[config.mk]
export PLATFORM = sky130hd
export DESIGN_NAME = i2s_rx_deserializer
export DESIGN_NICKNAME = d
export VERILOG_FILES = /design/src/rtl/i2s_rx_deserializer.sv
export SDC_FILE = /design/constraint.sdc
export NUM_CORES = 1
export LEC_CHECK = 0
export CORE_ASPECT_RATIO = 0.75
export CORE_MARGIN = 2
export CORE_UTILIZATION = 55
export DETAILED_ROUTE_END_ITERATION = 16
export HOLD_SLACK_MARGIN = 0.12
export PLACE_DENSITY = 0.79
export SYNTH_ARGS = -nofsm -noshare
export SYNTH_HDL_FRONTEND = slang
export SYNTH_SLANG_ARGS = --single-unit
[constraint.sdc]
create_clock -name clk_i -period 2.6 [get_ports clk_i]
set_input_delay 0.26 -clock clk_i [delete_from_list [all_inputs] [get_ports clk_i]]
set_output_delay 0.26 -clock clk_i [all_outputs]
set_load 0.05 [all_outputs]
[src/rtl/i2s_rx_deserializer.sv]
// rtl/i2s_rx_deserializer.sv - I2S slave receive deserialiser with valid/ready word output
//
// Purpose: shifts each L/R channel slot in MSB-first. A completed word is
// handed to the RX buffer through a one-entry valid/ready output register.
// A word that arrives while the register is still full is dropped (ovf_o).
// A slot that ends before all of its bits arrive raises short_err_o.
//
// Ports:
//   clk_i        serial bit clock (SCK); sd_i is sampled on posedge
//   rst_ni       asynchronous active-low reset
//   en_i         receive enable (synchronous level)
//   state_i      channel state from the WS tracker: 0 IDLE, 1 L, 2 R
//   f32_i        1: 32-bit slots, 0: 16-bit slots; sampled at slot start
//   sd_i         serial data
//   rx_data_o    received word; 16-bit words are zero-extended
//   rx_left_o    1: word came from an L slot, 0: from an R slot
//   rx_valid_o   rx_data_o/rx_left_o hold a word
//   rx_ready_i   downstream accepts the word when rx_valid_o && rx_ready_i
//   ovf_o        1-cycle pulse: a completed word was dropped
//   short_err_o  1-cycle pulse: a slot ended before all its bits arrived
module i2s_rx_deserializer #(
   parameter int MAX_W = 32
) (
   input  logic             clk_i,
   input  logic             rst_ni,
   input  logic             en_i,
   input  logic [1:0]       state_i,
   input  logic             f32_i,
   input  logic             sd_i,
   output logic [MAX_W-1:0] rx_data_o,
   output logic             rx_left_o,
   output logic             rx_valid_o,
   input  logic             rx_ready_i,
   output logic             ovf_o,
   output logic             short_err_o
);

   localparam logic [1:0] WS_IDLE = 2'd0;
   localparam logic [1:0] WS_L    = 2'd1;
   localparam logic [1:0] WS_R    = 2'd2;

   logic [1:0]       state_q,    state_d;
   logic [5:0]       bit_cnt_q,  bit_cnt_d;
   logic [5:0]       slot_w_q,   slot_w_d;
   logic [MAX_W-1:0] shift_q,    shift_d;
   logic             done_q,     done_d;
   logic [MAX_W-1:0] rx_data_q,  rx_data_d;
   logic             rx_left_q,  rx_left_d;
   logic             rx_valid_q, rx_valid_d;
   logic             ovf_q,      ovf_d;
   logic             short_q,    short_d;

   logic             in_slot;
   logic             slot_start;
   logic             partial;
   logic             complete;
   logic [5:0]       cnt_inc;
   logic [MAX_W-1:0] word;

   always_comb begin
      state_d    = state_i;
      bit_cnt_d  = bit_cnt_q;
      slot_w_d   = slot_w_q;
      shift_d    = shift_q;
      done_d     = done_q;
      rx_data_d  = rx_data_q;
      rx_left_d  = rx_left_q;
      rx_valid_d = rx_valid_q;
      ovf_d      = 1'b0;
      short_d    = 1'b0;
      complete   = 1'b0;

      in_slot    = (state_i == WS_L) || (state_i == WS_R);
      slot_start = (state_i != state_q) && in_slot && en_i;
      // a slot that received some bits but never completed
      partial    = (bit_cnt_q != 6'd0) && (bit_cnt_q < slot_w_q) && !done_q;
      cnt_inc    = bit_cnt_q + 6'd1;
      word       = {shift_q[MAX_W-2:0], sd_i};

      if (!en_i) begin
         // silent discard; done blocks shifting until the next slot_start
         bit_cnt_d = 6'd0;
         done_d    = 1'b1;
      end else if (slot_start) begin
         // clearing the upper bits here gives zero-extension of 16-bit words
         shift_d   = {{(MAX_W-1){1'b0}}, sd_i};
         bit_cnt_d = 6'd1;
         slot_w_d  = f32_i ? 6'd32 : 6'd16;
         done_d    = 1'b0;
         short_d   = partial;
      end else if (!in_slot) begin
         bit_cnt_d = 6'd0;
         done_d    = 1'b1;
         short_d   = partial;
      end else if (!done_q) begin
         shift_d   = word;
         bit_cnt_d = cnt_inc;
         if (cnt_inc == slot_w_q) begin
            done_d   = 1'b1;
            complete = 1'b1;
         end
      end

      if (complete) begin
         if (!rx_valid_q || rx_ready_i) begin
            rx_data_d  = word;
            rx_left_d  = (state_q == WS_L);
            rx_valid_d = 1'b1;
         end else begin
            ovf_d = 1'b1;
         end
      end else if (rx_valid_q && rx_ready_i) begin
         rx_valid_d = 1'b0;
      end
   end

   always_ff @(posedge clk_i or negedge rst_ni) begin
      if (!rst_ni) begin
         state_q    <= WS_IDLE;
         bit_cnt_q  <= 6'd0;
         slot_w_q   <= 6'd16;
         shift_q    <= '0;
         done_q     <= 1'b0;
         rx_data_q  <= '0;
         rx_left_q  <= 1'b0;
         rx_valid_q <= 1'b0;
         ovf_q      <= 1'b0;
         short_q    <= 1'b0;
      end else begin
         state_q    <= state_d;
         bit_cnt_q  <= bit_cnt_d;
         slot_w_q   <= slot_w_d;
         shift_q    <= shift_d;
         done_q     <= done_d;
         rx_data_q  <= rx_data_d;
         rx_left_q  <= rx_left_d;
         rx_valid_q <= rx_valid_d;
         ovf_q      <= ovf_d;
         short_q    <= short_d;
      end
   end

   assign rx_data_o   = rx_data_q;
   assign rx_left_o   = rx_left_q;
   assign rx_valid_o  = rx_valid_q;
   assign ovf_o       = ovf_q;
   assign short_err_o = short_q;

endmodule

==> results.md, run 1 <==
- Xor-xnor portion of the synthesized cell area: 2.38%
- Vias per Instance: 5.40
- Layout Nets: 351
- Syn-to-layout area delta: 22.2%
- Final hold vios: 0
- Arr. time, crit path: 2.38 ns
- Clock Path Buffers: 2
- Largest family of logic cells by synthesized area: multiplexers
- DIE HEIGHT: 72.7 um
- Worst hold start: state_i[1]
- Synthesized area per cell: 11.9 um2
- Worst reg-to-reg setup slack: 0.46 ns
- Dominant cell type by area after synthesis: dfrtp_1
- CP peak stage delay: 0.49 ns
- Routability cong.: 0.849
- Port Buffer Count: 43
- # DRC: 0
- CP Launch Type: register
- Die Span X: 95.7 um
- N_diodes: 0
- Post-synth EDFFs: 0
- Initial DRC Count: 91
- Slew @ Worst Pin: 0.952 ns
- Total congestion overflow: 0
- Max_slew headroom: 36.5%
- Min-delay worst type: in -> reg
- Global-route wire length before repair: 11.0 mm
- Synthesized netlist cell count: 292
- Tcrit/Tclk final: 82.2%
- CP Cell Sequence: ha_1 > nand3_1 > xnor3_1 > o2111ai_4 > buf_12 > mux2_4
- Die area: 6960 um2
- Simple-Gate Fraction of Synth Area: 13.3%
- Flops & latches, synth: 78
- Remaining antenna violation count: 0
- Max cap viols: 0
- Mux contribution to synthesized area: 14.9%
- FMAX: 468 MHz
- RSZ-0062 raised after global routing: no
- Hold path depth: 1
- Pwr Density: 555 nW/um2
- Skew final: 0.00967 ns
- Top FF cell, synth: dfrtp_1
- Non-Filler Cell Area, Final: 4240 um2
- Share of flip-flops with an asynchronous set or reset: 100%
- Number of core rows: 25
- Fillers: 462
- Gr usage total: 21.2%
- Mapped cell area: 3470 um2
- CTS tree: done
- CP endpoint kind: register
- Critical Path Fanout Max: 19
- Vias in the first global route: 2,184
- CTS root buffer: clkbuf_8
- Final TNS setup: 0 ns
- Outcome: complete, no violations
- Largest net degree at the start of global routing: 79
- Avg WL per Cell: 15.5 um
- Post-Layout Cell Count: 425
- Reg2reg end: rx_data_o[31]
- Largest cells by area after synthesis: dfrtp_1, mux2_4, nand2_1
- Finish-stage setup viols: 0
- Placed cells: 408
- Via count: 2,296
- Leakage: 0.00198 uW
- # H-tree levels: 3
- Adder-cell share of the synthesized area: 1.44%
- CTS Sinks: 78
- Reg clk slew, reported paths: 0.08 ns
- Initial antenna violation count: 0
- Min Clock Period, post-route: 2.14 ns
- Pre-antenna DRT Iters: 4
- Initial cell density of the core: 56.0%
- Post-Syn Nets: 304
- Core area: 6190 um2
- Num ports: 44
- Pins Over Slew Limit: 0
- Worst VDD drop: 0.328 mV
- Yosys warns: 0
- Share of the synthesized area in the top cell type: 55.6%
- Hold Path End: state_q[1]
- Crit path max-delay cell type: dfrtp_1
- FF-to-FF Start: bit_cnt_q[0]
- Cell area after placement: 4020 um2
- Dpl hpwl: 4.42 mm
- Compound-cell area share of the yosys netlist: 8.56%
- CTS buffer count: 9
- Critical path class: reg -> reg
- Post-synth cell types: 37
- Worst path required time: 2.84 ns
- Worst skew pair latency: 0.36 ns
- Worst Reg2Reg Path Length in Cells: 6
- Share of cells above drive strength 1: 20.1%
- Postcts setup bufs: 0
- Sequential-to-total area share from yosys stat: 56.4%
- Final WL: 6.61 mm
[where the power goes]
group | switching (uW) | leakage (uW) | internal, uW | total [uW]
clock network | 488 | 0.000103 | 458 | 946
registers | 19.5 | 0.00107 | 1230 | 1250
logic | 93.1 | 0.000807 | 60.0 | 153
[layer usage]
layer / global-route usage (%) / share of wire (%) / up-vias
li1: - / - / 1083
met5: 0 / 0 / -
met3: 7.02 / 5.0 / 12
met4: 6.51 / 1.6 / 0
met1: 31.0 / 47 / 1146
met2: 30.3 / 46 / 55
[stage by stage]
| stage | hold WS [ns] | setup WS [ns] | util, % | total power, uW |
|---|---|---|---|---|
| finish | 0.467 | 0.464 | 68.4 | 2350 |
| global route | 0.480 | 0.338 | 68.4 | 2440 |
| CTS | 0.455 | 0.486 | 68.4 | 2380 |
| detailed placement | 0.467 | 0.342 | 64.9 | 1430 |
| global placement | 0.462 | 0.391 | 64.9 | 1420 |
| floorplan | -0.0356 | 0.778 | - | 1360 |
[kinds of logic (layout without fill, tap and decap cells)]
family,after synthesis,after routing
muxes,36,36
buffers and inverters,22,74
and+or+nand+nor,98,98
xor gates and xnor gates,7,7
AOI/OAI and AO/OA,47,47
adders and majority gates,4,4
DFF,78,78
[registers in the layout, indices dropped and copies added, names as in the netlist]
name         flops
rx_left_o        1
done_q           1
rx_valid_o       1
shift_q         31
short_err_o      1
state_q          2
ovf_o            1
rx_data_o       32
bit_cnt_q        6
slot_w_q         2
[layout make-up]
type | instances | area (um2) | share of cell area [%]
Clock buffer | 9 | 124 | 2.92
Sequential cell | 78 | 1950 | 46.1
Tap cell | 81 | 101 | 2.39
Clock inverter | 7 | 80.1 | 1.89
Timing Repair Buffer | 52 | 548 | 12.9
Inverter | 6 | 22.5 | 0.532
Multi-Input combinational cell | 192 | 1410 | 33.2
[synth_stat cells, types with 2 or more instances]
library cell,n
nor2_1,5
inv_1,6
nor2b_1,5
mux2_2,4
nor3_1,4
xnor2_1,5
and4bb_2,2
clkbuf_1,11
o21ai_0,3
buf_6,3
mux2_4,30
buf_2,2
mux2i_1,2
dfrtp_1,77
nand3_1,4
ha_1,4
nand2b_1,7
o22ai_1,3
nand2_1,63
a21oi_1,35
[critical path, delay by kind of cell, from the launching register on]
kind / cells / cell delay [ns]
multiplexers: 1 / 0.30
AND/OR/NAND/NOR: 1 / 0.14
adder cells (fa/ha/maj): 1 / 0.26
AO/OA/AOI/OAI: 1 / 0.24
XOR/XNOR: 1 / 0.33
buffers and inverters: 1 / 0.25
flip-flops: 1 / 0.49
[timing repair]
action	CTS	global route
setup endpoints to repair	0	0
gates resized for setup	0	0
hold buffers	1	0
endpoints found under the hold margin	77	0
[placed cells by master (no fill, tap or decap), drive strengths merged, types with 5 or more instances in the layout]
| master | netlist | routed |
|---|---|---|
| nand2b | 7 | 7 |
| clkbuf | 11 | 9 |
| a21oi | 35 | 35 |
| nor2b | 5 | 5 |
| inv | 6 | 10 |
| mux2 | 34 | 34 |
| nor2 | 5 | 5 |
| dfrtp | 77 | 77 |
| clkdlybuf4s50 | 0 | 42 |
| xnor2 | 5 | 5 |
| nand2 | 63 | 63 |
| buf | 5 | 9 |
[worst max-delay path by stage]
stage,to,from
6_report,rx_data_o[31],bit_cnt_q[0]
5_1_grt,rx_data_o[31],bit_cnt_q[0]
4_1_cts,rx_data_o[31],bit_cnt_q[0]
3_5_place_dp,rx_data_o[31],state_i[0]
3_3_place_gp,rx_data_o[16],state_i[1]
2_1_floorplan,rx_data_o[0],bit_cnt_q[0]
No activity file was read; power rests on OpenSTA's default activity.
==> inputs of run 2 (changes only) <==
- CORE_UTILIZATION: 55 -> 50
- PLACE_DENSITY: 0.79 -> 0.76
- clock period: 2.6 -> 1.9 ns (I/O delays scaled with it)
==> run 2 against run 1 <==
Compared with the run above:
- maximum frequency increased by 14%
- first-iteration DRC count increased by 30%
- via count up 1.6%
- non-clock buffer count up 11
- clock power up 45%
- count of clock-buffer cells in the layout increased by 2
- global-route usage decreased by 2.0 points
- sequential cell count unchanged
- cell area is 2.6% higher
- routed wire length grew 3.3%
- largest power group unchanged
- setup slack worse by 0.44 ns
==> results.md, run 2 (same netlist as run 1, synthesis figures left out) <==
- Pwr Density: 760 nW/um2 (+37%)
- Vias in the first global route: 2,290 (+4.9%)
- Most frequent cells in the layout: dfrtp_1, nand2_1, clkdlybuf4s50_1
- Die area: 7620 um2 (+9.5%)
- Syn-to-layout area delta: 25.4%
- Most common cell after layout, fill and taps aside: dfrtp_1
- Share of cells above drive strength 1: 23.1% (+3.0 points)
- Skew final: 0.00882 ns (-0.000844 ns)
- CTS tree: done
- Pins Over Slew Limit: 0 (unchanged)
- Reg2reg end: rx_data_o[27]
- Largest net degree at the start of global routing: 35 (-56%)
- Arr. time, crit path: 2.11 ns (-0.27 ns)
- Worst Reg2Reg Path Length in Cells: 5 (-1)
- Final WL: 6.82 mm (+3.3%)
- Slew @ Worst Pin: 0.508 ns (-0.445 ns)
- Core area: 6770 um2 (+9.3%)
- Remaining antenna violation count: 0 (unchanged)
- Critical Path Fanout Max: 17 (-2)
- Max cap viols: 0 (unchanged)
- Non-Filler Cell Area, Final: 4350 um2 (+2.6%)
- Pre-antenna DRT Iters: 4 (unchanged)
- FMAX: 533 MHz (+14%)
- Avg WL per Cell: 15.5 um (about the same)
- Global-route wire length before repair: 11.4 mm (+3.4%)
- Via count: 2,332 (+1.6%)
- Worst path required time: 2.13 ns (-0.71 ns)
- FF-to-FF Start: bit_cnt_q[2]
- RSZ-0062 raised after global routing: yes
- Port Buffer Count: 43 (unchanged)
- CTS root buffer: clkbuf_8
- Final hold vios: 0 (unchanged)
- Finish-stage setup viols: 0 (unchanged)
- Worst skew pair latency: 0.35 ns (about the same)
- Number of core rows: 26 (+4.0%)
- Tcrit/Tclk final: 98.7% (+17 points)
- Pre-CTS setup slack: -0.225 ns (-0.567 ns)
- Initial cell density of the core: 51.2% (-4.7 points)
- CP Launch Type: register
- Clock Path Buffers: 2 (unchanged)
- Total congestion overflow: 0 (unchanged)
- Layout Nets: 362 (+3.1%)
- DIE HEIGHT: 76.1 um (+4.6%)
- Routability cong.: 0.915 (+7.9%)
- N_diodes: 0 (unchanged)
- # H-tree levels: 3 (unchanged)
- CTS Sinks: 78 (unchanged)
- Final WS setup: 0.0247 ns (-0.439 ns)
- Worst hold slack: 0.326 ns (-0.141 ns)
- Initial antenna violation count: 0 (unchanged)
- Initial DRC Count: 118 (+30%)
- Max_slew headroom: 66.1% (+30 points)
- CTS buffer count: 9 (unchanged)
- Worst reg-to-reg setup slack: 0.02 ns (-0.44 ns)
- Fillers: 538 (+16%)
- # DRC: 0 (unchanged)
- Num ports: 44 (unchanged)
- Dpl hpwl: 4.68 mm (+5.9%)
- Cell area after placement: 4090 um2 (+1.6%)
- Min-delay worst type: in -> async
- Die Span X: 100 um (+4.7%)
- Max reg flops: 32 (unchanged)
- Reg clk slew, reported paths: 0.08 ns (about the same)
- Power Total: 3300 uW (+41%)
- Worst VDD drop: 0.366 mV (+12%)
- Leakage: 0.00204 uW (+2.9%)
- CP endpoint kind: register
- Outcome: complete, no violations
- Min Clock Period, post-route: 1.88 ns (-0.261 ns)
- Gr usage total: 19.3% (-2.0 points)
- Critical path class: reg -> reg
- Vias per Instance: 5.31 (-1.7%)
- Final TNS setup: 0 ns (unchanged)
run 2: worst max path at each step:
stage                 start             to
3_5_place_dp     state_i[1]  rx_data_o[17]
4_1_cts        bit_cnt_q[0]  rx_data_o[17]
3_3_place_gp     state_i[1]  rx_data_o[17]
6_report       bit_cnt_q[2]  rx_data_o[27]
2_1_floorplan  bit_cnt_q[0]   rx_data_o[0]
5_1_grt        bit_cnt_q[0]  rx_data_o[27]
run 2: layout make-up:
| class | count | area, um2 | area share, % |
|---|---|---|---|
| clock inverter | 5 | 82.6 | 1.90 |
| sequential | 78 | 1950 | 44.9 |
| multi-input combinational | 192 | 1420 | 32.7 |
| clock buffer | 11 | 141 | 3.25 |
| tap | 84 | 105 | 2.42 |
| timing repair buffer | 63 | 622 | 14.3 |
| inverter | 6 | 22.5 | 0.518 |
run 2: metal layers:
metal / up-vias / part of all wire [%] / track usage, %
met2: 66 / 45 / 29.3
met5: - / 0 / 0
li1: 1104 / - / -
met3: 11 / 4.8 / 5.87
met4: 0 / 1.6 / 5.34
met1: 1151 / 48 / 26.9
run 2: what timing repair did:
action | CTS | global route
endpoints found under the hold margin | 31 | 0
endpoints found under the setup margin | 0 | 33
hold buffers | 1 | 0
buffers inserted | 0 | 1
gates resized for setup | 0 | 4
run 2: through the flow:
stage               cells  utilization (%)
CTS                   438             63.9
finish                439             64.2
detailed placement    421             60.4
global placement      421             60.4
floorplan             292                -
global route          439             64.2
run 2: power breakdown:
group          leakage [uW]  internal [uW]  switching [uW]
Combinational      0.000855           89.1             133
Sequential          0.00107           1690            25.0
Clock              0.000113            778             591
Total               0.00204           2550             749
run 2: worst max-delay path: stages, from the launching register on:
cell and delay (ns):
dfrtp_1 0.50, nand4_1 0.23, nor3b_4 0.30, o2111ai_4 0.21
buf_12 0.23, mux2_4 0.30
==> inputs of run 3 (changes only) <==
- ABC_AREA: default -> 1
- CORE_UTILIZATION: 50 -> 49
- PLACE_DENSITY: 0.76 -> 0.75
==> run 3 against run 2 <==
Compared with the run above:
- cell area shrank 2.0%
- maximum frequency rose by 8.2%
- setup slack better by 0.14 ns
- sequential share of layout area grew 0.94 points
- die area grew 1.2%
- routed wire length rose by 6.6%
- area after synthesis fell by 0.72%
- critical path depth decreased by 4
- count of clock-buffer cells in the layout fell by 1
- non-clock buffer count down 1
- critical endpoint is now rx_data_o[12]
- largest cell class unchanged
==> results.md, run 3 <==
- Outcome: complete, no violations
- Synthesized area per cell: 8.89 um2 (-25%)
- Critical path class: reg -> out
- CP Cell Sequence: clkdlybuf4s50_1
- Fillers: 587 (+9.1%)
- Worst VDD drop: 0.412 mV (+13%)
- Compound-cell area share of the yosys netlist: 7.16% (-1.4 points)
- Share of cells above drive strength 1: 10.6% (-12 points)
- Simple-Gate Fraction of Synth Area: 28.2% (+15 points)
- Reg2reg end: ovf_o
- Initial cell density of the core: 50.6% (-0.61 points)
- Number of core rows: 26 (unchanged)
- Final hold vios: 0 (unchanged)
- Skew final: 0.00906 ns (+0.000234 ns)
- Sequential group share of total power: 53.2% (+1.4 points)
- Dpl hpwl: 4.89 mm (+4.5%)
- Pins Over Slew Limit: 0 (unchanged)
- Finish-stage setup viols: 0 (unchanged)
- CTS tree: done
- Max_slew headroom: 64.2% (-1.9 points)
- Layout Nets: 450 (+24%)
- Syn-to-layout area delta: 23.7%
- Max cap viols: 0 (unchanged)
- Die Span X: 101 um (+0.62%)
- Xor-xnor portion of the synthesized cell area: 0% (-2.4 points)
- Crit path max-delay cell type: clkdlybuf4s50_1
- Initial DRC Count: 156 (+32%)
- Sequential-to-total area share from yosys stat: 56.8% (+0.41 points)
- Worst path required time: 1.71 ns (-0.42 ns)
- Worst reg-to-reg setup slack: 0.20 ns (+0.18 ns)
- CTS root buffer: clkbuf_8
- Min Clock Period, post-route: 1.73 ns (-0.142 ns)
- Num ports: 44 (unchanged)
- Flops & latches, synth: 78 (unchanged)
- Top Family by Delay on Critical Path: buffers and inverters
- Post-synth cell types: 23 (-38%)
- Pre-CTS setup slack: 0.0596 ns (+0.284 ns)
- Clock network power share: 40.0% (-1.5 points)
- Via count: 2,789 (+20%)
- Largest family of logic cells by synthesized area: simple AND/OR/NAND/NOR gates
- Adder-cell share of the synthesized area: 1.45% (+0.011 points)
- Final WS setup: 0.167 ns (+0.142 ns)
- Share of flip-flops with an asynchronous set or reset: 100% (unchanged)
- Share of the synthesized area in the top cell type: 56.0% (+0.40 points)
- DIE HEIGHT: 76.6 um (+0.62%)
- Worst skew pair latency: 0.36 ns (about the same)
- Internal power: 2410 uW (-5.5%)
- Post-synth top cells: nand2_1, dfrtp_1, nand4_1
- CP endpoint kind: output port
- N_diodes: 0 (unchanged)
- Synthesized netlist cell count: 387 (+33%)
- Clock Path Buffers: 2 (unchanged)
- Leakage: 0.00203 uW (-0.28%)
- CTS buffer count: 9 (unchanged)
- Pre-antenna DRT Iters: 5 (+1)
- Max reg flops: 32 (unchanged)
- Most common cell after layout, fill and taps aside: nand2_1
- Gate power share: 6.8% (about the same)
- Final TNS setup: 0 ns (unchanged)
- Total congestion overflow: 0 (unchanged)
- Slew @ Worst Pin: 0.537 ns (+0.0299 ns)
- Mapped cell area: 3440 um2 (-0.72%)
- Arr. time, crit path: 1.54 ns (-0.57 ns)
- Min-delay worst type: in -> async
- Top FF cell, synth: dfrtp_1
- CP Launch Type: register
- CP peak stage delay: 0.81 ns (+0.31 ns)
- FMAX: 577 MHz (+8.2%)
- Global-route wire length before repair: 12.6 mm (+11%)
- Remaining antenna violation count: 0 (unchanged)
- Dominant cell type by area after synthesis: dfrtp_1
- Most frequent cell after synthesis: nand2_1
- Tcrit/Tclk final: 91.2% (-7.5 points)
- Most frequent cells in the layout: nand2_1, dfrtp_1, clkdlybuf4s50_1
- Core area: 6800 um2 (+0.48%)
- CTS Sinks: 78 (unchanged)
- Routability cong.: 0.843 (-7.9%)
- Yosys warns: 0 (unchanged)
- Port Buffer Count: 43 (unchanged)
- WP buf/inv: 1 (unchanged)
- FF-to-FF Start: bit_cnt_q[1]
- Postcts setup bufs: 0 (unchanged)
- Pwr Density: 754 nW/um2 (-0.74%)
- Gr usage total: 20.7% (+1.4 points)
- Post-synth EDFFs: 0 (unchanged)
- Largest cells by area after synthesis: dfrtp_1, nand2_1, nand4_1
- Critical Path Fanout Max: 2 (-15)
- Post-Syn Nets: 399 (+31%)
- Initial antenna violation count: 0 (unchanged)
- # H-tree levels: 3 (unchanged)
- Worst Reg2Reg Path Length in Cells: 10 (+5)
- Switching Power: 798 uW (+6.5%)
- Mux contribution to synthesized area: 0% (-15 points)
- RSZ-0062 raised after global routing: no
- Vias per Instance: 5.29 (-0.37%)
- Avg WL per Cell: 13.8 um (-11%)
- Die area: 7720 um2 (+1.2%)
- Final WL: 7.27 mm (+6.6%)
- Vias in the first global route: 2,608 (+14%)
- Largest net degree at the start of global routing: 42 (+20%)
- # DRC: 0 (unchanged)
- Reg clk slew, reported paths: 0.09 ns (about the same)
- Sw frac: 24.8% (+2.2 points)
[run 3: cell families after synthesis]
family / Yosys count
adders and majority gates: 4
and+or+nand+nor: 215
buffers and inverters: 42
DFF: 78
AOI/OAI and AO/OA: 48
[run 3: area by class of cell]
type / instances / area (um2) / area share, %
Inverter: 20 / 75.1 / 1.76
Sequential cell: 78 / 1950 / 45.9
Clock inverter: 6 / 68.8 / 1.62
Clock buffer: 10 / 138 / 3.23
Multi-Input combinational cell: 267 / 1270 / 29.8
Tap cell: 84 / 105 / 2.47
Timing Repair Buffer: 62 / 648 / 15.2
[run 3: worst max-delay path by stage]
stage             startpoint  slack (ns)  depth (start not counted)            end
3_3_place_gp      state_i[1]        0.12                          9    shift_q[15]
2_1_floorplan   bit_cnt_q[0]        0.29                         10   rx_data_o[0]
5_1_grt         bit_cnt_q[0]        0.03                         11   rx_data_o[2]
4_1_cts         rx_data_o[9]        0.15                          1   rx_data_o[9]
3_5_place_dp      state_i[0]        0.06                         10    shift_q[18]
6_report       rx_data_o[12]        0.17                          1  rx_data_o[12]
[run 3: layer usage]
layer,track usage (%),share of wire (%),up-vias
li1,-,-,1383
met1,31.2,48,1323
met2,29.4,44,77
met3,6.88,6.6,6
met4,3.70,0.87,0
met5,0,0,-
[run 3: power groups by stage]
stage / combinational, uW / clock (uW) / sequential, uW
finish: 218 / 1290 / 1710
global route: 248 / 1380 / 1710
CTS: 219 / 1320 / 1710
detailed placement: 217 / 0 / 1740
global placement: 213 / 0 / 1740
floorplan: 110 / 0 / 1740
[run 3: timing repair]
item	CTS	global route
endpoints found under the hold margin	39	0
resized for setup	0	1
setup endpoints to repair	0	9
hold buffers	1	0
[run 3: metrics by stage]
stage	std cells	power [uW]	area, um2	util [%]	hold WS (ns)
floorplan	387	1850	3440	-	-0.106
global placement	510	1950	4040	59.4	0.208
detailed placement	510	1960	4040	59.4	0.215
CTS	527	3240	4260	62.6	0.333
global route	527	3350	4260	62.6	0.363
finish	527	3210	4260	62.6	0.348
